**src/rtl/cla_pkg.sv**
```systemverilog
// Shared constants for the sequential carry-lookahead adder: nibble width,
// FSM state encoding and the nibble-count helper.
package cla_pkg;

  localparam int NIB_W = 4;

  typedef enum logic [1:0] {
    IDLE = 2'd0,
    RUN  = 2'd1,
    DONE = 2'd2
  } state_t;

  function automatic int nib_count(input int width);
    return width / NIB_W;
  endfunction

endpackage

```
**src/rtl/cla_nibble.sv**
```systemverilog
// Combinational 4-bit carry-lookahead slice: per-bit propagate/generate and
// fully flattened carries C[4:0], so no carry ripples inside the nibble.
module cla_nibble
  import cla_pkg::*;
(
  input  logic [NIB_W-1:0] a_n,
  input  logic [NIB_W-1:0] b_n,
  input  logic             c0,
  output logic [NIB_W-1:0] s,
  output logic [NIB_W:0]   c
);

  logic [NIB_W-1:0] w_p;
  logic [NIB_W-1:0] w_g;

  assign w_p = a_n ^ b_n;
  assign w_g = a_n & b_n;

  assign c[0] = c0;
  assign c[1] = w_g[0] | (w_p[0] & c0);
  assign c[2] = w_g[1] | (w_p[1] & w_g[0]) | (w_p[1] & w_p[0] & c0);
  assign c[3] = w_g[2] | (w_p[2] & w_g[1]) | (w_p[2] & w_p[1] & w_g[0])
              | (w_p[2] & w_p[1] & w_p[0] & c0);
  assign c[4] = w_g[3] | (w_p[3] & w_g[2]) | (w_p[3] & w_p[2] & w_g[1])
              | (w_p[3] & w_p[2] & w_p[1] & w_g[0])
              | (w_p[3] & w_p[2] & w_p[1] & w_p[0] & c0);

  assign s = w_p ^ c[NIB_W-1:0];

endmodule

```
**src/rtl/cla_seq_adder.sv**
```systemverilog
// Multi-cycle WIDTH-bit adder resolving one nibble per cycle through a shared
// lookahead slice. Optional subtract mode under macro CLA_SEQ_ADDER_SUB_EN.
//
// state | meaning
// IDLE  | in_ready high, waiting for an operand set
// RUN   | one nibble per cycle, group carry held in r_carry
// DONE  | result held with out_valid high until out_ready
module cla_seq_adder
  import cla_pkg::*;
#(
  parameter int WIDTH = 16
) (
  input  logic             clk,
  input  logic             rst,
  input  logic             in_valid,
  output logic             in_ready,
  input  logic [WIDTH-1:0] a,
  input  logic [WIDTH-1:0] b,
  input  logic             cin,
`ifdef CLA_SEQ_ADDER_SUB_EN
  input  logic             sub,
`endif
  output logic             out_valid,
  input  logic             out_ready,
  output logic [WIDTH-1:0] sum,
  output logic             cout,
  output logic             ovf
);

  localparam int NIB   = nib_count(WIDTH);
  localparam int IDX_W = (NIB > 1) ? $clog2(NIB) : 1;

  if ((WIDTH % NIB_W) != 0 || WIDTH < NIB_W) begin : g_width_check
    $error("cla_seq_adder: WIDTH must be a multiple of 4 and at least 4");
  end

  state_t           r_state;
  logic [WIDTH-1:0] r_a;
  logic [WIDTH-1:0] r_b;
  logic [WIDTH-1:0] r_sum;
  logic [IDX_W-1:0] r_idx;
  logic             r_carry;
  logic             r_cout;
  logic             r_ovf;
  logic             r_in_ready;
  logic             r_out_valid;

  logic [NIB_W-1:0] w_a_n;
  logic [NIB_W-1:0] w_b_n;
  logic [NIB_W-1:0] w_s;
  logic [NIB_W:0]   w_c;
  logic             w_last;
  logic             w_unused;

  assign w_a_n  = r_a[{r_idx, 2'b00} +: NIB_W];
  assign w_b_n  = r_b[{r_idx, 2'b00} +: NIB_W];
  assign w_last = (r_idx == IDX_W'(NIB - 1));
  // Only the group carry and the carry into the MSB matter at this level.
  assign w_unused = ^w_c[2:0];

  cla_nibble u_nibble (
    .a_n (w_a_n),
    .b_n (w_b_n),
    .c0  (r_carry),
    .s   (w_s),
    .c   (w_c)
  );

  always_ff @(posedge clk) begin
    if (rst) begin
      r_state     <= IDLE;
      r_a         <= '0;
      r_b         <= '0;
      r_sum       <= '0;
      r_idx       <= '0;
      r_carry     <= 1'b0;
      r_cout      <= 1'b0;
      r_ovf       <= 1'b0;
      r_in_ready  <= 1'b1;
      r_out_valid <= 1'b0;
    end else begin
      case (r_state)
        IDLE: begin
          if (in_valid && r_in_ready) begin
            r_a        <= a;
`ifdef CLA_SEQ_ADDER_SUB_EN
            r_b        <= sub ? ~b : b;
            r_carry    <= sub ? 1'b1 : cin;
`else
            r_b        <= b;
            r_carry    <= cin;
`endif
            r_idx      <= '0;
            r_sum      <= '0;
            r_in_ready <= 1'b0;
            r_state    <= RUN;
          end
        end
        RUN: begin
          r_sum[{r_idx, 2'b00} +: NIB_W] <= w_s;
          r_carry <= w_c[NIB_W];
          r_idx   <= r_idx + 1'b1;
          if (w_last) begin
            r_cout      <= w_c[NIB_W];
            r_ovf       <= w_c[NIB_W-1] ^ w_c[NIB_W];
            r_out_valid <= 1'b1;
            r_state     <= DONE;
          end
        end
        DONE: begin
          if (out_ready) begin
            r_out_valid <= 1'b0;
            r_in_ready  <= 1'b1;
            r_state     <= IDLE;
          end
        end
        default: begin
          r_out_valid <= 1'b0;
          r_in_ready  <= 1'b1;
          r_state     <= IDLE;
        end
      endcase
    end
  end

  assign in_ready  = r_in_ready;
  assign out_valid = r_out_valid;
  assign sum       = r_sum;
  assign cout      = r_cout;
  assign ovf       = r_ovf;

endmodule

```
**config.mk**
```make
export PLATFORM = sky130hd
export DESIGN_NAME = cla_seq_adder
export DESIGN_NICKNAME = d
export VERILOG_FILES = /design/src/rtl/cla_pkg.sv /design/src/rtl/cla_nibble.sv /design/src/rtl/cla_seq_adder.sv
export SDC_FILE = /design/constraint.sdc
export NUM_CORES = 1
export LEC_CHECK = 0
export BUFFER_PORTS_ARGS = -buffer_cell sky130_fd_sc_hd__buf_2
export CAP_MARGIN = 20
export CORE_MARGIN = 3
export CORE_UTILIZATION = 46
export CTS_CLUSTER_DIAMETER = 40
export DETAILED_ROUTE_END_ITERATION = 10
export PLACE_DENSITY = 0.72
export SLEW_MARGIN = 40
export SYNTH_ARGS = -nofsm -noshare
export SYNTH_HDL_FRONTEND = slang
export SYNTH_SLANG_ARGS = --single-unit
```
**constraint.sdc**
```tcl
create_clock -name clk -period 5.7 [get_ports clk]
set_clock_uncertainty 0.2 [all_clocks]
set_input_delay 0.855 -clock clk [delete_from_list [all_inputs] [get_ports clk]]
set_output_delay 0.855 -clock clk [all_outputs]
set_load 0.02 [all_outputs]
```
==> out/metrics.yaml, run 1 <==
yosys:
  synth_cells: 285
  ys_types: 34
  synthDominantCellAreaShare: 0.4592
  synthArstFlopShare: 0
  synth_nets: 332
  synth.most_common_cell: "nand2_1"
  yosysWarnings: 0
  netlist_area_um2: 2485
  yosysTopAreaCell: "dfxtp_1"
  syn_area_per_cell_um2: 8.719
  ys_ff_latch: 57
  yosys-top-cells-count: "nand2_1, dfxtp_1, a21oi_1, nor2_1"
  ys_top_cells_by_area: "dfxtp_1, nand2_1, a21oi_1"
  ys_seq_area_frac: 0.4592
  synth_enable_flop_cells: 0
  synth-main-ff-cell: "dfxtp_1"
drt:
  routedWlPerCell_um: 13.62
  wirelength_um: 5598
  antenna_left: 0
  drtPass1Iterations: 4
  drt_iter0_drc: 132
  drc: 0
  num_vias: 2102
  viasPerCell: 5.114
timing:
  worst_pin_slew_ps: 791.2
  setup_tns_ps: 0
  report.final.slew_viol_count: 0
  finalCritPeriodShare: 0.5354
  fin_crit_ps: 3052
  timing.fmax_ghz: 0.3277
  finalHoldViolCount: 0
  setup_violations: 0
  relSlewSlack: 0.4725
  grt_setup_unrepaired: "false"
power:
  irDropWorstVdd_uv: 153.2
  swShare: 0.2658
  p_leak_nw: 1.196
  clkPwrFrac: 0.375
  powerDensity_nw_per_um2: 295.6
  combPwrFrac: 0.131
  internal_power_uw: 643.5
  seq_power_share: 0.494
  power_switching_uw: 233.0
clocking:
  cts.path.max_buffers: 2
  clock_latency_ps: 340
  cts_resized: 0
  post_cts_buffers: 0
  clkSinkCount: 57
  htreeDepth: 3
  cts_tree: "yes"
  cts_hold_buf: 0
  cts_root_buffer: "clkbuf_8"
  cts.reportedPaths.clkPinSlew_ps: 60
  cts_buffers: 9
global_routing:
  gr-total-overflow: 0
  first_global_vias: 2042
  grt_max_degree: 55
  antenna_found_initial: 0
  grt.total_usage: 0.1937
  grt_pass1_wl_um: 9321
floorplan:
  ioPinCount: 57
  placementRows: 26
  fp.dieArea_um2: 6319
  start_util: 0.4804
  dieWidth_um: 79.50
  die_h_um: 79.50
  core_region_area_um2: 5172
run:
  maxCapViolations: 0
run_status:
  status: "finished, final reports clean"
worst_setup_path:
  cp.required_ps: 5760
  arrival_ps: 3120
  cp-end-kind: "register"
  cp_max_fo: 14
  crit_type: "register to register"
  crit_path_start_kind: "register"
placement:
  dp_hpwl_um: 3886
  globalplace.congestion: 0.8867
  postPlaceCellArea_um2: 2789
  port_buffers: 56
  post-place-cells: 395
hold_path:
  hp-class: "register to register"
final_layout:
  fin_util: 0.5733
  final_net_count: 383
  syn_to_final_growth_pct: 19.34
  fin_area_um2: 2965
  fin_cells: 411
  antenna_cells: 0
  layout-drive-gt1-share: 0.2463
cell usage in the layout, fill, tap and decap left out, types with 8 or more instances in the layout:
cell type / netlist / final
a21oi_1: 46 / 46
a22oi_1: 9 / 9
buf_2: 7 / 55
clkbuf_8: 0 / 11
dfxtp_1: 57 / 57
ha_1: 9 / 9
inv_1: 8 / 8
mux4_2: 8 / 8
nand2_1: 67 / 66
nor2_1: 21 / 21
final cells by class:
cell class | instances | area [um^2]
Sequential cell | 57 | 1141
Timing Repair Buffer | 56 | 282.8
Clock inverter | 3 | 15.01
Inverter | 8 | 30.03
Multi-Input combinational cell | 204 | 1250
Clock buffer | 13 | 158.9
Fill cell | 476 | 2207
Tap cell | 70 | 87.58
sequential cells by signal, summed over array words and instances, names as in the netlist:
| register | cells |
|---|---|
| sum | 16 |
| in_ready | 1 |
| r_idx | 2 |
| r_a | 16 |
| r_b | 16 |
| r_state | 2 |
| cout | 1 |
| r_carry | 1 |
| ovf | 1 |
| out_valid | 1 |
routing by layer:
layer  global-route usage  routed length (um)
met4              0.07045                  76
met5                    0                   0
met3              0.07675                 294
met1               0.2464                2646
met2               0.2963                2580
cells by family after synthesis:
| family | after synthesis | synth area share |
|---|---|---|
| mux | 9 | 0.07653 |
| fa+ha+maj | 10 | 0.05337 |
| simple gates | 111 | 0.1964 |
| buf+inv | 24 | 0.03978 |
| xor+xnor | 1 | 0.003525 |
| flops | 57 | 0.4592 |
| compound gates | 73 | 0.1712 |
metrics by stage:
stage | power (mW) | hold WS (ps) | worst slack (ps)
final | 0.8765 | 245.7 | 2648
after CTS | 0.8840 | 249.8 | 2600
after floorplan | 0.5217 | 233.1 | 2964
after detailed placement | 0.5561 | 241.5 | 2624
after global placement | 0.5532 | 236.5 | 2721
after global routing | 0.9209 | 279.1 | 2473
power by group through the flow:
stage                     Sequential, mW  Clock, mW  Combinational [mW]
after global placement             0.441          0               0.112
after CTS                          0.433      0.336               0.115
after floorplan                    0.436          0              0.0858
after global routing               0.435      0.356               0.129
after detailed placement           0.442          0               0.114
final                              0.433      0.329               0.114
final timing paths:
| path | startpoint | endpoint | slack [ps] | depth (start not counted) |
|---|---|---|---|---|
| worst max-delay path | r_idx[0]$_SDFFE_PP0P_ | sum[3]$_SDFFE_PP0P_ | 2650 | 6 |
| worst min-delay path | cout$_SDFFE_PP0P_ | cout$_SDFFE_PP0P_ | 250 | 2 |
| worst max register to register | r_idx[0]$_SDFFE_PP0P_ | sum[3]$_SDFFE_PP0P_ | 2650 | 6 |
| worst min register to register | cout$_SDFFE_PP0P_ | cout$_SDFFE_PP0P_ | 250 | 2 |
worst max-delay path, cell delays in order (launching register included):
cell and delay (ps):
dfxtp_1 800, mux4_2 650, ha_1 350, a211oi_1 100
o21a_1 190, or4_4 540, o21ai_1 150
Note: power is estimated with default switching activity, not from simulation.
==> run 2: changes to the inputs <==
--- a/config.mk
+++ b/config.mk
@@ -11,7 +11,7 @@
 export CORE_UTILIZATION = 46
 export CTS_CLUSTER_DIAMETER = 40
 export DETAILED_ROUTE_END_ITERATION = 10
-export PLACE_DENSITY = 0.72
+export PLACE_DENSITY = 0.74
 export SLEW_MARGIN = 40
 export SYNTH_ARGS = -nofsm -noshare
 export SYNTH_HDL_FRONTEND = slang
==> constraint.sdc (replaced) <==
create_clock -name clk -period 2.78 [get_ports clk]
set_clock_uncertainty 0.2 [all_clocks]
set_input_delay 0.417 -clock clk [delete_from_list [all_inputs] [get_ports clk]]
set_output_delay 0.417 -clock clk [all_outputs]
set_load 0.02 [all_outputs]
==> run 2 against run 1 <==
Effect of this change: worst hold slack got worse by 120 ps; sequential share of layout area shrank 0.73 points; fmax up 14%; global-route usage down 0.17 points; highest routed layer unchanged; worst setup slack lost 2500 ps; via count rose by 2.9%; largest power group unchanged; flip-flop and latch count is the same; design area is 1.9% higher; count of clock-buffer cells in the layout did not move.
==> out/metrics.yaml, run 2 (synthesis results as in run 1) <==
floorplan:
  placementRows: 26
  start_util: 0.4804
  fp.dieArea_um2: 6319
  ioPinCount: 57
  dieWidth_um: 79.50
  die_h_um: 79.50
  core_region_area_um2: 5172
global_routing:
  gr-total-overflow: 0
  grt_max_degree: 39
  first_global_vias: 2083
  antenna_found_initial: 0
  grt_pass1_wl_um: 9432
  grt.total_usage: 0.1920
clocking:
  cts_buffers: 9
  htreeDepth: 3
  post_cts_buffers: 0
  cts_tree: "yes"
  clock_latency_ps: 330
  cts_hold_buf: 0
  cts_resized: 0
  cts.path.max_buffers: 2
  clkSinkCount: 57
  cts.reportedPaths.clkPinSlew_ps: 70
  cts_root_buffer: "clkbuf_8"
final_layout:
  fin_area_um2: 3023
  regArea_um2: 1141
  syn_to_final_growth_pct: 21.65
  layout-drive-gt1-share: 0.2557
  layout_commonest_cell: "nand2_1"
  final_cell_mix: "nand2_1, dfxtp_1, buf_2, a21oi_1, nor2_1"
  fin_util: 0.5844
  antenna_cells: 0
  fillCellCount: 480
  final_net_count: 390
  multi_input_area_um2: 1245
worst_setup_path:
  cp.required_ps: 2840
  cp-end-kind: "register"
  cp_max_fo: 14
  crit_type: "register to register"
  arrival_ps: 2730
  crit_path_start_kind: "register"
timing:
  finalHoldViolCount: 0
  setup_tns_ps: 0
  setup_violations: 0
  report.final.slew_viol_count: 0
  timing.fmax_ghz: 0.3743
  grt_setup_unrepaired: "false"
  fin_crit_ps: 2672
  worst_pin_slew_ps: 675.6
  finalCritPeriodShare: 0.9611
  relSlewSlack: 0.5496
  holdWs_ps: 121.4
power:
  irDropWorstVdd_uv: 392.1
  internal_power_mw: 1.331
  power_mw: 1.809
  powerDensity_nw_per_um2: 598.3
  swShare: 0.2642
  clkPwrFrac: 0.372
  combPwrFrac: 0.143
  power_switching_uw: 477.8
  p_leak_nw: 1.234
  seq_power_share: 0.486
drt:
  num_vias: 2163
  drt_iter0_drc: 126
  wirelength_um: 5621
  routedWlPerCell_um: 13.45
  viasPerCell: 5.175
  antenna_left: 0
  drtPass1Iterations: 4
  drc: 0
placement:
  port_buffers: 56
  globalplace.congestion: 0.9062
  dp_hpwl_um: 4167
  postPlaceCellArea_um2: 2849
hold_path:
  hp-class: "input port to register"
run:
  maxCapViolations: 0
run_status:
  status: "finished, final reports clean"
[run 2: metal layers]
metal	vias to the layer above	GRT usage	part of all wire
met2	51	0.3063	0.48
li1	1106	-	-
met1	998	0.2498	0.46
met5	-	0	0
met3	8	0.05192	0.046
met4	0	0.06701	0.016
[run 2: final timing paths]
kind                                            start                   to  slack (ps)  cells past startpoint
worst max-delay path            r_idx[0]$_SDFFE_PP0P_  sum[3]$_SDFFE_PP0P_         110                      7
worst min-delay path                             a[0]  r_a[0]$_SDFFE_PP0P_         120                      3
worst max register to register  r_idx[0]$_SDFFE_PP0P_  sum[3]$_SDFFE_PP0P_         110                      7
worst min register to register      cout$_SDFFE_PP0P_    cout$_SDFFE_PP0P_         250                      2
[run 2: final cells by class]
class / instances / share of cell area
inverters: 8 / 0.009934
flip-flops and latches: 57 / 0.3775
repair buffers: 63 / 0.1142
multi-input cells: 204 / 0.4118
clock inverters: 3 / 0.004967
well taps: 70 / 0.02897
clock buffers: 13 / 0.05257
[run 2: power by group through the flow]
stage / logic, mW / clock network [mW] / registers, mW
after floorplan: 0.176 / 0 / 0.894
after global placement: 0.252 / 0 / 0.897
after detailed placement: 0.258 / 0 / 0.897
after CTS: 0.259 / 0.683 / 0.879
after global routing: 0.291 / 0.727 / 0.883
final: 0.258 / 0.672 / 0.879
[run 2: metrics by stage]
| step | worst slack (ps) | cells |
|---|---|---|
| final | 108.0 | 418 |
| after global routing | 4.849 | 418 |
| after CTS | 118.8 | 418 |
| after detailed placement | 144.6 | 402 |
| after global placement | 184.9 | 402 |
| after floorplan | 44.18 | 285 |
[run 2: critical path, stage by stage (launching register included)]
cell and delay [ps]:
dfxtp_1 350, buf_12 160, mux4_2 510, ha_1 360, o21ai_1 130, o21a_1 200, or4_4 530, o21ai_1 150
==> run 3: changes to the inputs <==
--- a/config.mk
+++ b/config.mk
@@ -9,10 +9,11 @@
 export CAP_MARGIN = 20
 export CORE_MARGIN = 3
 export CORE_UTILIZATION = 46
+export CTS_BUF_LIST = sky130_fd_sc_hd__clkbuf_16
 export CTS_CLUSTER_DIAMETER = 40
 export DETAILED_ROUTE_END_ITERATION = 10
 export PLACE_DENSITY = 0.74
-export SLEW_MARGIN = 40
+export SLEW_MARGIN = 15
 export SYNTH_ARGS = -nofsm -noshare
 export SYNTH_HDL_FRONTEND = slang
 export SYNTH_SLANG_ARGS = --single-unit
==> run 3 against run 2 <==
Effect of this change: utilization is 1.6 points higher; total power is 14% higher; count of clock-buffer cells in the layout decreased by 4; clock power rose by 38%; wire length up 1.7%; worst hold slack gained 8.5 ps; combinational power about the same; critical path depth did not move.
==> out/metrics.yaml, run 3 (synthesis results as in run 1) <==
clocking:
  cts_hold_buf: 0
  cts_root_buffer: "clkbuf_16"
  cts_tree: "yes"
  cts_buffers: 9
  clkSinkCount: 57
  cts_resized: 0
  post_cts_buffers: 0
  clock_latency_ps: 320
  htreeDepth: 3
  cts.path.max_buffers: 2
  cts.reportedPaths.clkPinSlew_ps: 50
power:
  seq_power_share: 0.426
  combPwrFrac: 0.125
  irDropWorstVdd_uv: 347.9
  power_switching_uw: 518.9
  swShare: 0.2512
  clkPwrFrac: 0.448
  powerDensity_nw_per_um2: 665.4
  internal_power_mw: 1.547
  p_leak_nw: 1.277
timing:
  relSlewSlack: 0.5544
  finalHoldViolCount: 0
  fin_crit_ps: 2668
  setup_tns_ps: 0
  worst_pin_slew_ps: 668.3
  setup_violations: 0
  grt_setup_unrepaired: "false"
  timing.fmax_ghz: 0.3748
  report.final.slew_viol_count: 0
  finalCritPeriodShare: 0.9598
placement:
  dp_hpwl_um: 4167
  globalplace.congestion: 0.9062
  postPlaceCellArea_um2: 2849
  port_buffers: 56
run_status:
  status: "finished, final reports clean"
worst_setup_path:
  cp_common_cell: "o21ai_1"
  cp-end-kind: "register"
  crit_type: "register to register"
  cp.required_ps: 2830
  crit_path_start_kind: "register"
  cp_max_fo: 14
  arrival_ps: 2720
  slowest_stage: "or4_4"
  worst_path_largest_cell_delay_ps: 530
  worstPathCellList: "buf_12, mux4_2, ha_1, o21ai_1, o21a_1, or4_4, o21ai_1"
global_routing:
  grt_pass1_wl_um: 9701
  grt_max_degree: 39
  first_global_vias: 2140
  antenna_found_initial: 0
  grt.total_usage: 0.1995
  gr-total-overflow: 0
drt:
  drt_iter0_drc: 129
  viasPerCell: 5.167
  drc: 0
  num_vias: 2160
  antenna_left: 0
  routedWlPerCell_um: 13.67
  wirelength_um: 5715
  drtPass1Iterations: 4
final_layout:
  fillCellCount: 466
  layout_commonest_cell: "nand2_1"
  final_cell_mix: "nand2_1, dfxtp_1, buf_2, a21oi_1, nor2_1"
  fin_area_um2: 3104
  syn_to_final_growth_pct: 24.92
  antenna_cells: 0
  layout-drive-gt1-share: 0.2500
  final_net_count: 390
floorplan:
  die_h_um: 79.50
  dieWidth_um: 79.50
  fp.dieArea_um2: 6319
  core_region_area_um2: 5172
  ioPinCount: 57
  start_util: 0.4804
  placementRows: 26
run:
  maxCapViolations: 0
hold_path:
  hp-class: "input port to register"
==> run 3: routing by layer <==
layer,vias up,GRT usage,wire (um)
met1,994,0.2493,2529
li1,1107,-,-
met2,52,0.3230,2811
met5,-,0,0
met4,0,0.08763,71
met3,7,0.05192,302
==> run 3: worst max-delay path: cells and delay by family, from the launching register on <==
| family | cells | cell delay, ps |
|---|---|---|
| simple gates | 1 | 530 |
| mux | 1 | 510 |
| compound gates | 3 | 480 |
| fa+ha+maj | 1 | 360 |
| flops | 1 | 350 |
| buf+inv | 1 | 160 |
==> run 3: power groups by stage <==
stage	registers, mW	logic (mW)	clock network, mW
2_1_floorplan	0.894	0.176	0
3_3_place_gp	0.897	0.252	0
3_5_place_dp	0.897	0.258	0
4_1_cts	0.881	0.260	0.940
5_1_grt	0.884	0.291	0.985
6_report	0.881	0.259	0.926
==> run 3: worst paths after layout <==
check	startpoint	end	cells past startpoint	slack [ps]
worst max-delay path	r_idx[0]$_SDFFE_PP0P_	sum[3]$_SDFFE_PP0P_	7	110
worst max register to register	r_idx[0]$_SDFFE_PP0P_	sum[3]$_SDFFE_PP0P_	7	110
worst min register to register	cout$_SDFFE_PP0P_	cout$_SDFFE_PP0P_	2	240
worst min-delay path	a[0]	r_a[0]$_SDFFE_PP0P_	3	130
==> run 3: cell type report <==
cell class	instances	area, um^2	area share
clock buffer	9	225.2	0.07255
clock inverter	7	30.03	0.009674
inverter	8	30.03	0.009674
multi-input combinational	204	1245	0.4010
sequential	57	1141	0.3676
tap	70	87.58	0.02821
timing repair buffer	63	345.3	0.1112
==> run 3: stage by stage <==
step                setup WS (ps)  cells  hold slack [ps]  power, mW    util
global placement            184.9    402            237.5      1.149  0.5508
detailed placement          144.6    402            243.2      1.154  0.5508
floorplan                   44.18    285            233.1      1.070       -
CTS                         115.2    418            126.0      2.081  0.6001
global route                7.830    418            129.6      2.160  0.6001
finish                      111.7    418            129.9      2.065  0.6001
